===== src/rtl/cfg_pkg.sv =====
// Configuration-chain types: writer FSM states and per-neuron stage layout for image building.
package cfg_pkg;
   typedef enum logic [2:0] {IDLE, LOW, HIGH, NEXT, FINISH} cfg_state_e;

   localparam int E_L_IDX           = 0;
   localparam int TAU_MEM_IDX       = 1;
   localparam int V_THRESH_IDX      = 2;
   localparam int TAU_REF_IDX       = 3;
   localparam int PAD_IDX           = 4;
   localparam int FIELDS_PER_NEURON = PAD_IDX + 1;

   // Chain stage (0 = head) holding a given field of a given neuron.
   function automatic int stage_of(input int neuron, input int field);
      return neuron * FIELDS_PER_NEURON + field;
   endfunction
endpackage


===== src/rtl/fp.sv =====
// Fixed-point word definitions shared by the neuron datapath and its configuration chain.
package fp;
   localparam int WORD_LENGTH = 16;
   typedef logic signed [WORD_LENGTH-1:0] fpType;
endpackage


===== src/rtl/config_if.sv =====
// Neuron configuration daisy-chain link: a slow shift clock plus one word of data.
interface config_if;
   import fp::*;
   logic  data_clk;
   fpType data_in;

   modport master (output data_clk, output data_in);
   modport slave  (input data_clk, input data_in);
endinterface


===== src/rtl/cfg_clk_gen.sv =====
// Phase counter for the chain shift clock: strobes phase_end every CLK_DIV cycles while enabled
// and toggles data_clk at each strobe; disabling it parks data_clk low.
module cfg_clk_gen #(
   parameter int CLK_DIV = 4
) (
   input  logic clk,
   input  logic reset,
   input  logic en,
   output logic phase_end,
   output logic data_clk
);
   localparam int CW = (CLK_DIV > 1) ? $clog2(CLK_DIV) : 1;

   logic [CW-1:0] cnt;

   assign phase_end = en && (cnt == CW'(CLK_DIV - 1));

   always_ff @(posedge clk) begin
      if (reset || !en) begin
         cnt      <= '0;
         data_clk <= 1'b0;
      end else if (phase_end) begin
         cnt      <= '0;
         data_clk <= ~data_clk;
      end else begin
         cnt <= cnt + 1'b1;
      end
   end
endmodule


===== src/rtl/config_chain_writer.sv =====
// Host-side writer for the neuron configuration chain: buffers one image, shifts it in word 0 first.
// Define CFG_READBACK_EN to add a second pass that checks the words returned at the chain tail.
module config_chain_writer
   import fp::*;
   import cfg_pkg::*;
#(
   parameter  int NUM_NEURONS       = 4,
   parameter  int STAGES_PER_NEURON = 5,
   parameter  int CLK_DIV           = 4,
   localparam int TOTAL             = NUM_NEURONS * STAGES_PER_NEURON,
   localparam int PTR_W             = $clog2(TOTAL + 1)
) (
   input  logic             clk,
   input  logic             reset,
   input  fpType            wr_data,
   input  logic             wr_valid,
   output logic             wr_ready,
   input  logic             start,
   output logic             busy,
   output logic             done,
   config_if.master         cfg_out,
   config_if.slave          cfg_ret,
   output logic             rb_error,
   output logic [PTR_W-1:0] rb_err_count
);
   localparam int               IDX_W = (TOTAL > 1) ? $clog2(TOTAL) : 1;
   localparam logic [PTR_W-1:0] FULL  = PTR_W'(TOTAL);
   localparam logic [PTR_W-1:0] LAST  = PTR_W'(TOTAL - 1);

   cfg_state_e       state;
   logic [PTR_W-1:0] wp, sp, sp_nxt;
   fpType            img_buf [TOTAL];
   fpType            data_in_q;
   logic             shifting, phase_end, data_clk_q;

   assign shifting = (state == LOW) || (state == HIGH);
   assign sp_nxt   = sp + 1'b1;

   cfg_clk_gen #(.CLK_DIV(CLK_DIV)) u_clk_gen (
      .clk       (clk),
      .reset     (reset),
      .en        (shifting),
      .phase_end (phase_end),
      .data_clk  (data_clk_q)
   );

   assign cfg_out.data_clk = data_clk_q;
   assign cfg_out.data_in  = data_in_q;

   // Handshake: a word transfers on a clk edge where wr_valid && wr_ready; the host holds wr_data
   // and wr_valid until then. wr_ready is high only while idle with buffer space left.
   assign wr_ready = (state == IDLE) && (wp < FULL);
   assign busy     = (state != IDLE);

`ifdef CFG_READBACK_EN
   logic             second_pass, rb_error_q;
   logic [PTR_W-1:0] rb_cnt_q;
   logic             unused_ret_clk;

   assign rb_error       = rb_error_q;
   assign rb_err_count   = rb_cnt_q;
   assign unused_ret_clk = cfg_ret.data_clk;
`else
   logic unused_ret;

   assign rb_error     = 1'b0;
   assign rb_err_count = '0;
   assign unused_ret   = &{1'b0, cfg_ret.data_clk, cfg_ret.data_in};
`endif

   always_ff @(posedge clk) begin
      if (reset) begin
         state     <= IDLE;
         wp        <= '0;
         sp        <= '0;
         data_in_q <= '0;
         done      <= 1'b0;
`ifdef CFG_READBACK_EN
         second_pass <= 1'b0;
         rb_error_q  <= 1'b0;
         rb_cnt_q    <= '0;
`endif
      end else begin
         done <= 1'b0;
         unique case (state)
            IDLE: begin
               if (wr_valid && wr_ready) begin
                  img_buf[wp[IDX_W-1:0]] <= wr_data;
                  wp                     <= wp + 1'b1;
               end
               if (start && (wp == FULL)) begin
                  state     <= LOW;
                  sp        <= '0;
                  data_in_q <= img_buf[0];
`ifdef CFG_READBACK_EN
                  second_pass <= 1'b0;
                  rb_error_q  <= 1'b0;
                  rb_cnt_q    <= '0;
`endif
               end
            end
            LOW: begin
`ifdef CFG_READBACK_EN
               // The tail word is sampled just before the rising edge that would replace it.
               if (phase_end && second_pass && (cfg_ret.data_in != img_buf[sp[IDX_W-1:0]])) begin
                  rb_error_q <= 1'b1;
                  rb_cnt_q   <= rb_cnt_q + 1'b1;
               end
`endif
               if (phase_end) state <= HIGH;
            end
            HIGH: begin
               if (phase_end) state <= NEXT;
            end
            NEXT: begin
               if (sp == LAST) begin
`ifdef CFG_READBACK_EN
                  if (!second_pass) begin
                     second_pass <= 1'b1;
                     sp          <= '0;
                     data_in_q   <= img_buf[0];
                     state       <= LOW;
                  end else begin
                     done  <= 1'b1;
                     state <= FINISH;
                  end
`else
                  done  <= 1'b1;
                  state <= FINISH;
`endif
               end else begin
                  sp        <= sp_nxt;
                  data_in_q <= img_buf[sp_nxt[IDX_W-1:0]];
                  state     <= LOW;
               end
            end
            FINISH: begin
               wp    <= '0;
               state <= IDLE;
            end
            default: state <= IDLE;
         endcase
      end
   end
endmodule


===== src/flat_wrapper.sv =====
// flat-port wrapper written by rule: the top's interface ports become plain ports
module config_chain_writer_flat import fp::*; import cfg_pkg::*;
#(
   parameter  int NUM_NEURONS       = 4,
   parameter  int STAGES_PER_NEURON = 5,
   parameter  int CLK_DIV           = 4,
   localparam int TOTAL             = NUM_NEURONS * STAGES_PER_NEURON,
   localparam int PTR_W             = $clog2(TOTAL + 1)
)
  (clk, reset, wr_data, wr_valid, wr_ready, start, busy, done, rb_error, rb_err_count, cfg_out_data_clk, cfg_out_data_in, cfg_ret_data_clk, cfg_ret_data_in);
  config_if cfg_out_i ();
  config_if cfg_ret_i ();
  input  logic clk;
  input  logic reset;
  input  fpType wr_data;
  input  logic wr_valid;
  output logic wr_ready;
  input  logic start;
  output logic busy;
  output logic done;
  output logic rb_error;
  output logic [PTR_W-1:0] rb_err_count;
  output wire logic [$bits(cfg_out_i.data_clk)-1:0] cfg_out_data_clk;
  output wire logic [$bits(cfg_out_i.data_in)-1:0] cfg_out_data_in;
  input wire logic [$bits(cfg_ret_i.data_clk)-1:0] cfg_ret_data_clk;
  input wire logic [$bits(cfg_ret_i.data_in)-1:0] cfg_ret_data_in;
  assign cfg_out_data_clk = cfg_out_i.data_clk;
  assign cfg_out_data_in = cfg_out_i.data_in;
  assign cfg_ret_i.data_clk = cfg_ret_data_clk;
  assign cfg_ret_i.data_in = cfg_ret_data_in;
  config_chain_writer #(.NUM_NEURONS(NUM_NEURONS), .STAGES_PER_NEURON(STAGES_PER_NEURON), .CLK_DIV(CLK_DIV)) u_core (.clk(clk), .reset(reset), .wr_data(wr_data), .wr_valid(wr_valid), .wr_ready(wr_ready), .start(start), .busy(busy), .done(done), .cfg_out(cfg_out_i), .cfg_ret(cfg_ret_i), .rb_error(rb_error), .rb_err_count(rb_err_count));
endmodule

===== config.mk =====
export PLATFORM = sky130hd
export DESIGN_NAME = config_chain_writer_flat
export DESIGN_NICKNAME = d
export VERILOG_FILES = /design/src/rtl/cfg_pkg.sv /design/src/rtl/fp.sv /design/src/rtl/config_if.sv /design/src/rtl/cfg_clk_gen.sv /design/src/rtl/config_chain_writer.sv /design/src/flat_wrapper.sv
export SDC_FILE = /design/constraint.sdc
export NUM_CORES = 1
export LEC_CHECK = 0
export CAP_MARGIN = 20
export CELL_PAD_IN_SITES_DETAIL_PLACEMENT = 1
export CELL_PAD_IN_SITES_GLOBAL_PLACEMENT = 1
export CORE_ASPECT_RATIO = 0.8
export CORE_MARGIN = 1.5
export CORE_UTILIZATION = 55
export CTS_CLUSTER_DIAMETER = 50
export DETAILED_ROUTE_END_ITERATION = 12
export GPL_TIMING_DRIVEN = 0
export PLACE_DENSITY_LB_ADDON = 0.05
export SLEW_MARGIN = 25
export SYNTH_ARGS = -nofsm -noshare
export SYNTH_HDL_FRONTEND = slang
export SYNTH_SLANG_ARGS = --single-unit

===== constraint.sdc =====
create_clock -name clk -period 5.3 [get_ports clk]
set_input_delay 1.06 -clock clk [delete_from_list [all_inputs] [get_ports clk]]
set_output_delay 1.06 -clock clk [all_outputs]
set_load 0.1 [all_outputs]

==> run summary, run 1 <==
The first TritonRoute pass finished after 5 iterations. The via count normalized by instance count works out to 6.28. The path with the worst hold slack has its endpoint at u_core.u_clk_gen.cnt[0]$_SDFF_PP0_. The type of the worst setup path was reg2out. The startpoint type of the worst setup path is a flip-flop. The cell area after technology mapping was 14100 um^2. The post-synthesis instance total is 729. The weighted congestion reported at the end of routability-driven placement was 0.878. The tools report the via count of the routed design as 7403.

The highest layer touched by signal routing is met4. After global routing the overflow that remains totals 0. The number of sinks driven by the clock tree was 353.

The number of cells traversed by the worst register-to-register path came out at 8. Buffers inserted to repair hold after CTS numbered 0. Setup violations remaining at the end of the flow were counted as 0. During placement, the flow inserted port buffers numbering 38.

For this run, the number of Yosys warnings is 0. For this block, wires on met1 add up to 15100 um. The share of synthesized registers carrying an async set or reset was 0%; the number of antenna violations at the first check in global routing was 0.

In this run the most critical hold path is launched from u_core.u_clk_gen.cnt[0]$_SDFF_PP0_. The unique cell type count in the Yosys netlist was 48; the highest attainable clock frequency was 268 MHz. Sequential cells account for 53.8% of the total power. Sorting the synthesized cells by area gives the leading types as sky130_fd_sc_hd__edfxtp_1 68%, sky130_fd_sc_hd__mux4_2 13%, sky130_fd_sc_hd__dfxtp_1 4.7%. At the pin with the least slew margin, the transition time is 0.998 ns. The standby leakage power is 5.12 nW, and the number of DRC markers after the initial detailed-route iteration is 714. For the worst setup path, the data arrival time is 2.67 ns. Measured along the x axis, the die boundary spans 182 um. Summed over all nets, the switching power comes to 1.16 mW. TritonCTS built the clock tree.

The shortest period the worst path allows works out to 3.73 ns. Clock-pin slew was measured on the worst setup and hold paths at 0.05 ns. Before CTS, the worst setup slack after placement is 1.59 ns. Sequential elements use 72.8% of the synthesized area. The per-cell routed wire length is 28.1 um. The net switching share of the total power was 20.3%. The final critical path takes up 70.3% of the cycle. For this design the ratio of total power to cell area is 348 nW/um^2. Setup slack closes at 1.57 ns.

The area growth from synthesis to layout works out to 15.9%. Setup repair after global routing left no endpoint under its margin. The most used flip-flop cell after synthesis is sky130_fd_sc_hd__edfxtp_1.

In this run the critical register-to-register path is captured at u_core.cfg_out.data_in[12]$_SDFFE_PP0P_. The run gives 870 as the total number of nets in the final design. The design draws 5.69 mW.

The cell count of the worst hold path is 1, and the number of maximum-capacitance constraint violations is 0. Clock latency on the worst-skew pair, taken at its later pin, is 0.53 ns. The mean cell area of the mapped netlist was 19.3 um^2. Cell internal power was estimated by the tool at 4.53 mW. The top cell types in the final layout, fill and taps aside, are 320 x sky130_fd_sc_hd__edfxtp_1, 80 x sky130_fd_sc_hd__mux4_2, 51 x sky130_fd_sc_hd__mux2i_1. The total of flip-flops plus latches after synthesis was 353. The clock network burns 44.1% of the power. The critical path capture point type is an output pin. The largest net degree at the start of global routing is 21, and the final-report hold violation count is 0.

Measured against its own limit, the worst slew margin works out to 33.2%. The vertical extent of the die was 146 um; the number of placed I/O pins was 63. The share of the synthesized area in the top cell type was 68.1%.

The remaining design rule violation count came out at 0. In this run the deepest clock path goes through 3 buffers. In this run the core area contains 52 standard-cell rows. The path class of the tightest hold or removal check is reg2reg. Wires add up to 33100 um. The run finished with clean final reports. Clock tree synthesis selected as its root buffer the cell sky130_fd_sc_hd__clkbuf_16. The most common cell after layout, fill and taps aside is sky130_fd_sc_hd__edfxtp_1. Summed over all nets, wire length on met2 after detailed routing comes to 15600 um. The share of total power in combinational logic came out at 2.1%. Summed over all nets, the half-perimeter wirelength after detailed placement is 22200 um. For the starting density of the core, the log shows 55.9%. The max-slew violation total from the final report was 0. Summed over all nets, wire length on met3 after detailed routing comes to 1820 um.

TritonCTS created 37 clock buffers. The startpoint of the worst register-to-register path is u_core.sp[0]$_SDFFE_PP0P_. The reg2reg setup slack was 1.82 ns; the data required time at the worst endpoint was 4.24 ns. In the final timing run, aggregate negative setup slack is 0 ns. The synthesized design contains 320 enable-type register cells.

In this run, post-CTS repair resized a total of 0 instances. The die covers 26600 um^2. The post-synthesis cell type with the largest combined area is sky130_fd_sc_hd__edfxtp_1. The post-route netlist has 23.9% of its cells at a drive strength greater than 1. In this run the number of H-tree levels came out at 2.

The number of global-route vias before repair is 7904. The maximum fanout encountered on the critical timing path is 8. The first global-routing pass estimated 50800 um of wire.

IR analysis of the VDD net gives a maximum drop of 0.296 mV. Once detail routing completed, the nets flagged for antenna violations numbered 0. The run gives 26.2% as the total track usage. The number of buffers added for setup after CTS was 0; the placeable core area was 25200 um^2. Antenna diode instance count: 0. The post-route clock skew came out at 0.0264 ns.
[stage by stage]
step	hold WS, ns	cell area, um^2	util, %	cells
floorplan	0.407	14100	-	734
global placement	0.416	14900	59.1	1096
detailed placement	0.433	15200	60.1	1112
CTS	0.444	16300	64.7	1179
global route	0.458	16300	64.7	1179
finish	0.439	16300	64.7	1179
[cell families after synthesis]
| group | Yosys count | synth area share (%) |
|---|---|---|
| other | 1 | 0.0266 |
| AND/OR/NAND/NOR | 116 | 4.13 |
| AO/OA/AOI/OAI | 61 | 3.60 |
| flip-flops | 353 | 72.8 |
| multiplexers | 131 | 16.4 |
| adder cells (fa/ha/maj) | 6 | 0.532 |
| XOR/XNOR | 8 | 0.550 |
| buffers and inverters | 53 | 1.93 |
[cell type report]
type / instances / area, um^2
clock buffers: 49 / 1010
fillers: 2128 / 8900
clock inverters: 18 / 155
plain buffers: 49 / 258
repair buffers: 54 / 576
flip-flops and latches: 353 / 10300
multi-input cells: 328 / 3650
inverters: 4 / 15.0
well taps: 324 / 405
[worst max path at each step]
stage / start / endpoint / slack [ns]
floorplan: wr_valid / u_core.img_buf[12][0]$_DFFE_PP_ / 2.40
global placement: wr_valid / u_core.img_buf[16][5]$_DFFE_PP_ / 0.97
detailed placement: wr_valid / u_core.img_buf[15][1]$_DFFE_PP_ / 1.59
CTS: u_core.state[0]$_SDFFE_PP0P_ / wr_ready / 1.57
global route: u_core.state[0]$_SDFFE_PP0P_ / wr_ready / 1.49
finish: u_core.state[0]$_SDFFE_PP0P_ / wr_ready / 1.57
[power by group through the flow]
stage / Clock, mW / Sequential (mW) / Combinational, mW
floorplan: 0 / 3.11 / 0.0475
global placement: 0 / 3.12 / 0.104
detailed placement: 0 / 3.12 / 0.116
CTS: 2.55 / 3.06 / 0.117
global route: 2.64 / 3.06 / 0.126
finish: 2.51 / 3.06 / 0.118
[per-layer routing]
metal | vias to the layer above | track usage, %
li1 | 3159 | -
met1 | 3937 | 39.6
met2 | 250 | 40.9
met3 | 57 | 3.89
met4 | 0 | 6.40
met5 | - | 0
[registers in the layout (all words and copies together), names as in the netlist]
| name | cells |
|---|---|
| u_core.u_clk_gen.cnt | 2 |
| u_core.done | 1 |
| u_core.cfg_out.data_in | 16 |
| u_core.state | 3 |
| u_core.u_clk_gen.data_clk | 1 |
| u_core.wp | 5 |
| u_core.img_buf | 320 |
| u_core.sp | 5 |
[synth_stat cells (all sizes together), types with 4 or more instances]
library cell	n
mux4	80
nor2	63
xor2	5
dfxtp	33
ha	6
mux2i	51
nor2b	17
o21a	15
nor3	6
clkbuf	23
edfxtp	320
a2111oi	31
nand2	9
a21oi	6
inv	4
buf	26
[worst max-delay path: stages (launching register included)]
cell	delay [ns]
sky130_fd_sc_hd__dfxtp_1	0.29
sky130_fd_sc_hd__clkbuf_1	0.19
sky130_fd_sc_hd__nor3_1	0.36
sky130_fd_sc_hd__and2_1	0.19
sky130_fd_sc_hd__clkdlybuf4s50_1	1.13
No activity file was read; power rests on OpenSTA's default activity.
==> run 2, diff against run 1 <==
CORE_UTILIZATION = 53   (was 55)
clock period = 3.8 ns   (was 5.3 ns; I/O delays follow)
==> run 2 against run 1 <==
Setup slack lost 1.2 ns. Flip-flop and latch count is the same. Final cell count grew 2.0%. Design area shrank 0.44%. Critical path type unchanged. Count of clock-buffer cells in the layout grew 1.
==> run summary, run 2 (synthesis gave the netlist of run 1 again) <==
For this design, the CTS-stage hold fixing added 0 buffers. In this run the deepest clock path goes through 3 buffers. For this design, the slowest cell found on the critical path is sky130_fd_sc_hd__clkdlybuf4s50_1. The run gives 0 as the setup violation total in the final timing report. Clock tree synthesis inserted a total of 37 buffers.

The first global-routing pass estimated 48600 um of wire. Power spread over the standard cell area amounts to 480 nW/um^2. In this run the worst hold path is classified as reg2reg.

For this run, design rule violations remaining after detail routing come to 0. After detailed routing, the average wire length per cell comes to 26.5 um. The run finished with clean final reports.

Via count of the routed design: 7159. The tools report the total number of nets in the final design as 865. The number of global-route vias before repair is 7611, and the number of buffers added for setup after CTS is 0.

The worst setup path is launched from a flip-flop. The number of sinks driven by the clock tree is 353. The clock period could shrink to 3.47 ns. The largest single stage delay on the critical path is 1.13 ns.

The logs give 288 MHz for the highest attainable clock frequency and 3.04 ns for the data required time at the worst endpoint. The maximum fanout encountered on the critical timing path was 8. The placeable core area came out at 26200 um^2. For the antenna diode instance count, the log shows 0. TritonCTS built the clock tree. At the placement stage, the worst setup path has a slack of 0.267 ns. Leaving out fill and tap cells, the most frequent cell in the layout is sky130_fd_sc_hd__edfxtp_1.

Final-report hold violation count: 0. Critical path capture point type: an output pin. Traced cell by cell, the critical path runs through clkbuf_1 > nor3_1 > and2_1 > clkdlybuf4s50_1.

Buffers placed on the I/O ports in this run total 38. The register with the most flip-flops in the layout has 320 of them. The post-CTS clock slew at the launch and capture registers of the worst setup and hold paths was 0.06 ns. The type of the worst setup path is reg2out. The floorplan step set the die width to 185 um.

The transition time at the pin with the least slew margin works out to 0.972 ns. Setup slack on the critical path of the routed design comes to 0.333 ns. The logs give 0 for the number of maximum-capacitance constraint violations and 24.5% for the total track usage. The vertical extent of the die is 149 um, and the insertion delay to the later sink of the worst-skew pair is 0.51 ns. 63 I/O pins were placed. The depth of the CTS H-tree came out at 2.

The final critical path takes up 91.2% of the cycle. The run gives 5.07 nW as the standby leakage power. The area growth from synthesis to layout is 15.4%, and the residual antenna-violating net count after detailed routing is 0. The filler cells instantiated in the layout total 2221.

The run gives 31900 um as the overall routed net length. Cell chosen for the clock root: sky130_fd_sc_hd__clkbuf_16. Between clock sinks in the finished design, the worst skew comes to 0.00806 ns.

Entering global routing, the biggest net connects 21 pins. In the layout the commonest cells are 320 x sky130_fd_sc_hd__edfxtp_1, 80 x sky130_fd_sc_hd__mux4_2, 51 x sky130_fd_sc_hd__mux2i_1. The number of antenna violations at the first check in global routing came out at 0.

The fraction of final layout cells sized beyond drive strength 1 works out to 22.6%. The congestion estimate from routability-driven global placement came to 0.867. In this run the core area contains 53 standard-cell rows. The placed wire-length estimate after detailed placement was 21900 um. The worst pin sits at a relative slew slack of 35.0%. The tools report the worst hold slack as 0.442 ns. For this configuration, the core starts out at a cell density of 53.8%. The via count normalized by instance count works out to 5.95. Across the VDD grid, the largest voltage drop is 0.402 mV. For this block, the initial DRC count from the detailed router was 626. At the worst endpoint, the arrival time is 2.71 ns.

Setup repair after global routing left no endpoint under its margin. The first-pass iteration count of the detailed router was 4; the post-cts sizing count was 0. Die area: 27600 um^2.

The total overflow reported by the global router was 0; the max-slew violation total from the final report was 0.
==> run 2: changes by cell type in the layout (fill, tap and decap cells not counted), moves of 2 or more <==
cell                         previous run  this run
sky130_fd_sc_hd__buf_6                 14        10
sky130_fd_sc_hd__clkbuf_1              33        36
sky130_fd_sc_hd__clkbuf_16             39        37
sky130_fd_sc_hd__clkinvlp_4             5         1
==> run 2: path summary, 6_finish.rpt <==
check | slack, ns | from | endpoint | depth (start not counted)
setup / recovery | 0.33 | u_core.state[0]$_SDFFE_PP0P_ | wr_ready | 4
hold / removal | 0.44 | u_core.u_clk_gen.cnt[0]$_SDFF_PP0_ | u_core.u_clk_gen.cnt[0]$_SDFF_PP0_ | 1
setup reg to reg | 0.51 | u_core.sp[0]$_SDFFE_PP0P_ | u_core.cfg_out.data_in[6]$_SDFFE_PP0P_ | 8
hold reg to reg | 0.44 | u_core.u_clk_gen.cnt[0]$_SDFF_PP0_ | u_core.u_clk_gen.cnt[0]$_SDFF_PP0_ | 1
==> run 2: area by class of cell <==
class / instances / area (um^2) / area share [%]
tap: 357 / 447 / 2.75
clock inverter: 13 / 136 / 0.838
clock buffer: 50 / 975 / 5.99
inverter: 4 / 15.0 / 0.0923
multi-input combinational: 328 / 3650 / 22.5
buffer: 49 / 258 / 1.58
timing repair buffer: 49 / 515 / 3.17
sequential: 353 / 10300 / 63.1
==> run 2: power breakdown <==
| group | internal, mW | total [mW] | leakage (nW) | switching, mW |
|---|---|---|---|---|
| combinational | 0.0363 | 0.159 | 1.38 | 0.123 |
| clock | 1.99 | 3.38 | 0.537 | 1.39 |
| sequential | 4.26 | 4.27 | 3.15 | 0.0127 |
| total | 6.29 | 7.81 | 5.07 | 1.52 |
==> run 2: worst max-delay path: cells and delay by family (launching register included) <==
kind          cells  cell delay (ns)
simple gates      2             0.59
buf+inv           2             1.32
flops             1             0.29
==> run 2: through the flow <==
stage	cell area [um^2]	setup TNS, ns	instances	utilization [%]	power [mW]
2_1_floorplan	14100	0	734	-	4.41
6_report	16300	0	1203	62.1	7.81
4_1_cts	16300	0	1203	62.1	7.87
5_1_grt	16300	0	1203	62.1	8.01
3_3_place_gp	14900	-28.77	1129	57.1	4.49
3_5_place_dp	15200	0	1140	57.9	4.51
==> run 2: metal layers <==
layer | wire length, um | GRT usage (%) | share of wire [%] | vias up
met1 | 14900 | 37.6 | 47 | 3774
met3 | 1560 | 3.25 | 4.9 | 47
li1 | - | - | - | 3138
met5 | 0 | 0 | 0 | -
met4 | 568 | 6.34 | 1.8 | 0
met2 | 14900 | 37.4 | 47 | 200
